$ cat src/rtl/sap1_controller_sequencer.sv
// SAP-1 control unit: six-state ring counter (T1..T6) plus a HALTED state,
// decoding the IR opcode into the load/enable strobes of every W-bus register.
module sap1_controller_sequencer #(
  parameter logic [3:0] OP_LDA = 4'b0000,
  parameter logic [3:0] OP_ADD = 4'b0001,
  parameter logic [3:0] OP_SUB = 4'b0010,
  parameter logic [3:0] OP_OUT = 4'b1110,
  parameter logic [3:0] OP_HLT = 4'b1111
) (
  input  logic       clk,
  input  logic       reset,
  input  logic [3:0] opcode,
  output logic       pc_increment,
  output logic       pc_enable,
  output logic       mar_load_n,
  output logic       ram_enable_n,
  output logic       ir_load_n,
  output logic       ir_enable_n,
  output logic       a_load_n,
  output logic       a_enable,
  output logic       alu_subtract,
  output logic       alu_enable,
  output logic       b_load_n,
  output logic       out_load_n,
  output logic       halt,
  output logic [5:0] t_state
);

  typedef enum logic [2:0] {
    T1, T2, T3, T4, T5, T6, HALTED
  } state_t;

  state_t state;
  state_t next_state;

  always_ff @(posedge clk or negedge reset) begin
    if (!reset) state <= T1;
    else        state <= next_state;
  end

  always_comb begin
    next_state   = state;
    pc_increment = 1'b0;
    pc_enable    = 1'b0;
    mar_load_n   = 1'b1;
    ram_enable_n = 1'b1;
    ir_load_n    = 1'b1;
    ir_enable_n  = 1'b1;
    a_load_n     = 1'b1;
    a_enable     = 1'b0;
    alu_subtract = 1'b0;
    alu_enable   = 1'b0;
    b_load_n     = 1'b1;
    out_load_n   = 1'b1;
    halt         = 1'b0;
    t_state      = 6'b000000;

    case (state)
      T1: begin
        next_state = T2;
        t_state    = 6'b000001;
        pc_enable  = 1'b1;
        mar_load_n = 1'b0;
      end
      T2: begin
        next_state   = T3;
        t_state      = 6'b000010;
        pc_increment = 1'b1;
      end
      T3: begin
        next_state   = T4;
        t_state      = 6'b000100;
        ram_enable_n = 1'b0;
        ir_load_n    = 1'b0;
      end
      T4: begin
        next_state = (opcode == OP_HLT) ? HALTED : T5;
        t_state    = 6'b001000;
        case (opcode)
          OP_LDA, OP_ADD, OP_SUB: begin
            ir_enable_n = 1'b0;
            mar_load_n  = 1'b0;
          end
          OP_OUT: begin
            a_enable   = 1'b1;
            out_load_n = 1'b0;
          end
          default: ;
        endcase
      end
      T5: begin
        next_state = T6;
        t_state    = 6'b010000;
        case (opcode)
          OP_LDA: begin
            ram_enable_n = 1'b0;
            a_load_n     = 1'b0;
          end
          OP_ADD, OP_SUB: begin
            ram_enable_n = 1'b0;
            b_load_n     = 1'b0;
          end
          default: ;
        endcase
      end
      T6: begin
        next_state = T1;
        t_state    = 6'b100000;
        if (opcode == OP_ADD || opcode == OP_SUB) begin
          alu_enable   = 1'b1;
          a_load_n     = 1'b0;
          alu_subtract = (opcode == OP_SUB);
        end
      end
      HALTED: begin
        halt = 1'b1;
      end
      default: next_state = T1;
    endcase

    // While reset is held even the T1 word is suppressed so no strobe leaks out.
    if (!reset) begin
      next_state   = T1;
      pc_increment = 1'b0;
      pc_enable    = 1'b0;
      mar_load_n   = 1'b1;
      ram_enable_n = 1'b1;
      ir_load_n    = 1'b1;
      ir_enable_n  = 1'b1;
      a_load_n     = 1'b1;
      a_enable     = 1'b0;
      alu_subtract = 1'b0;
      alu_enable   = 1'b0;
      b_load_n     = 1'b1;
      out_load_n   = 1'b1;
      halt         = 1'b0;
      t_state      = 6'b000001;
    end
  end

endmodule

$ cat config.mk
export PLATFORM = sky130hd
export DESIGN_NAME = sap1_controller_sequencer
export DESIGN_NICKNAME = d
export VERILOG_FILES = /design/src/rtl/sap1_controller_sequencer.sv
export SDC_FILE = /design/constraint.sdc
export NUM_CORES = 1
export LEC_CHECK = 0
export ABC_AREA = 1
export CAP_MARGIN = 10
export CORE_AREA = 2 2 39 41
export CTS_CLUSTER_SIZE = 16
export DETAILED_ROUTE_END_ITERATION = 7
export DIE_AREA = 0 0 41 43
export MAX_ROUTING_LAYER = met4
export PLACE_DENSITY = 0.62
export SLEW_MARGIN = 20
export SYNTH_ARGS = -nofsm -noshare
export SYNTH_HDL_FRONTEND = slang
export SYNTH_SLANG_ARGS = --single-unit
$ cat constraint.sdc
create_clock -name clk -period 1.1 [get_ports clk]
set_input_delay 0.22 -clock clk [delete_from_list [all_inputs] [get_ports clk]]
set_output_delay 0.22 -clock clk [all_outputs]
set_load 0.02 [all_outputs]
==> key figures <==
CTS
  • Cts hold-fix bufs: 0
  • CTS max path bufs: 2
  • CTS tree: built
  • CTS sink cnt: 3
  • H-Tree Depth: 1
  • CTS Buf Count: 3
  • Root Driver: clkbuf_4
  • Reg clk slew, reported paths: 40 ps
  • Clk_lat worst skew: 240 ps

Flow run
  • Max-cap violations: 0

Setup path
  • Critical Path Sink Type: output pin
  • Critical Path Fanout Max: 4
  • Reg2reg start: state[0]
  • Setup crit start: state[1]
  • Worst R2R Path Depth: 8
  • Worst endpoint data arrival time: 1340 ps
  • WP data required: 880 ps
  • FF-to-FF End: state[0]
  • Crit path kind: flop to output pin
  • Reg2reg setup slack: -150 ps
  • CP startpoint kind: flop

STA
  • Pins Over Slew Limit: 0
  • Fin. Hold Viols: 0
  • Setup WS post-layout: -461 ps
  • RSZ-0062 raised after global routing: yes
  • Tcrit/Tclk final: 1.42
  • Max frequency: 0.641 GHz
  • Worst rel slew slack: 0.761
  • Min cycle time layout: 1560 ps
  • Setup Skew: 6.77 ps
  • Final setup viols: 22
  • Total Neg Setup Slack: -7740 ps
  • Worst slew pin tran: 359 ps

Floorplan
  • Chip Height: 43 um
  • Die X: 41 um
  • FP Rows: 14
  • IO Pins: 25
  • Starting Density: 0.250
  • Die area: 1760 um^2
  • Core footprint: 1380 um^2

Synthesis
  • Syn Nets: 69
  • Synth Area per Inst: 5.48 um^2
  • Synth Warn #: 0
  • Synth cell types: 14
  • Yosys reg bits: 3
  • Sequential fraction of the synthesis area: 0.217
  • Cell area after synthesis: 345 um^2
  • Cells after Synth: 63

GRT
  • GRT met2 Usage: 0.353
  • GR Overflow Total: 0
  • GR Util All Layers: 0.213
  • First-pass GRT wire length: 2440 um
  • GRT Max-Usage Layer: met2
  • Largest net degree at the start of global routing: 6
  • Vias in the first global route: 564
  • Met3 GRT Util: 0.0471
  • Initial antenna violation count: 0
  • GR Layer Usage met1: 0.235

Final layout
  • Most flops, register: state
  • Multi-input logic area: 390 um^2
  • Max FFs per register: 3
  • Layout area overhead: 205%
  • Final core utilization: 0.760
  • Share of cells above drive strength 1: 0.748
  • Nets@finish: 126
  • Fillers: 106
  • Fin area: 1050 um^2
  • Number of inserted diodes: 0
  • Largest registers: state x3
  • Flip-flop and latch area: 75.1 um^2
  • Post-route insts no fill: 135

Placed design
  • Placed Cells incl. Taps: 117
  • Post-DP HPWL: 925 um
  • Area after DPL: 793 um^2
  • Placer Congestion: 0.828
  • PortBufs: 24

Routing
  • Wirelength per Cell: 13.3 um
  • DRT Wirelength: 1790 um
  • 1st-pass router iterations: 4
  • DR vias/cell: 4.59
  • DRC violations left: 0
  • Drt initial violations: 13
  • Via Count: 620
  • DRT antenna net count: 0

Worst hold path
  • Worst min path class: input pin to async pin

Outcome
  • Status: finished, violations left
  • Failing checks: setup timing

Pwr
  • Pwr/cell area: 709 nW/um^2
  • Static Leakage: 0.513 nW
  • Total power: 0.746 mW
  • Peak VDD IR: 0.873 mV
cells in the mapped netlist:
library cell / instances / area [um^2]
nand2_1: 17 / 63.8
nor2_4: 1 / 11.3
a21oi_1: 2 / 10.0
o21ai_0: 2 / 10.0
o22ai_1: 1 / 6.26
nor2_1: 11 / 41.3
nand2_4: 1 / 11.3
nand3_1: 6 / 30.0
nand2_2: 2 / 12.5
inv_2: 1 / 3.75
nor2_2: 3 / 18.8
dfrtp_1: 3 / 75.1
inv_1: 11 / 41.3
o21ai_1: 2 / 10.0
area by class of cell:
class,instances,area share
flip-flops and latches,3,0.0713
repair buffers,52,0.468
multi-input cells,48,0.371
clock buffers,4,0.0250
well taps,16,0.0190
inverters,12,0.0452
worst max-delay path, cell delays in order (launching register included):
cell     delay [ps]
dfrtp_1         440
inv_2           140
nand2_4          90
buf_4           140
o21ai_2         140
buf_6           150
cells by family (layout without fill, tap and decap cells):
logic type / after synthesis / count (layout) / synth area share
and+or+nand+nor: 41 / 41 / 0.547
buffers and inverters: 12 / 68 / 0.130
AOI/OAI and AO/OA: 7 / 7 / 0.105
DFF: 3 / 3 / 0.217
report_power, final:
part / internal, mW / switching, mW
clock: 0.136 / 0.0630
sequential: 0.119 / 0.0126
combinational: 0.203 / 0.213
total: 0.458 / 0.288
stage by stage:
step | setup WS (ps) | hold WS (ps)
floorplan | -163 | -75.6
global placement | -932 | 529
detailed placement | -950 | 535
CTS | -413 | 249
global route | -491 | 300
finish | -461 | 293
timing repair:
item | in CTS | in global routing
setup endpoints to repair | 20 | 22
pin swaps | 7 | 7
gates resized for setup | 128 | 22
setup buffers | 10 | 5
layer usage:
layer	up-vias	wire length, um	part of all wire
met5	-	0	0
met4	0	10	0.0056
met3	2	71	0.040
met2	16	990	0.55
met1	295	717	0.40
li1	307	-	-
cells in the final DEF, fill, tap and decap left out, types with 2 or more instances in the layout:
cell type	synthesis	final
nor2_4	1	7
inv_1	11	3
a21oi_2	0	2
nand3_1	6	2
buf_6	0	23
clkbuf_4	0	3
nand2_2	2	3
o21ai_2	0	2
dfrtp_1	3	3
nand2_1	17	10
buf_4	0	22
nor2_1	11	4
nand3_2	0	2
dlygate4sd2_1	0	5
nand2_4	1	6
nor2_2	3	4
nand3_4	0	2
inv_2	1	8
how the worst max path moves through the flow:
stage | endpoint | depth (start not counted)
2_1_floorplan | a_enable | 5
3_3_place_gp | a_enable | 6
3_5_place_dp | alu_enable | 6
4_1_cts | mar_load_n | 6
5_1_grt | ram_enable_n | 7
6_report | t_state[0] | 5
(Power assumes the default switching activity.)
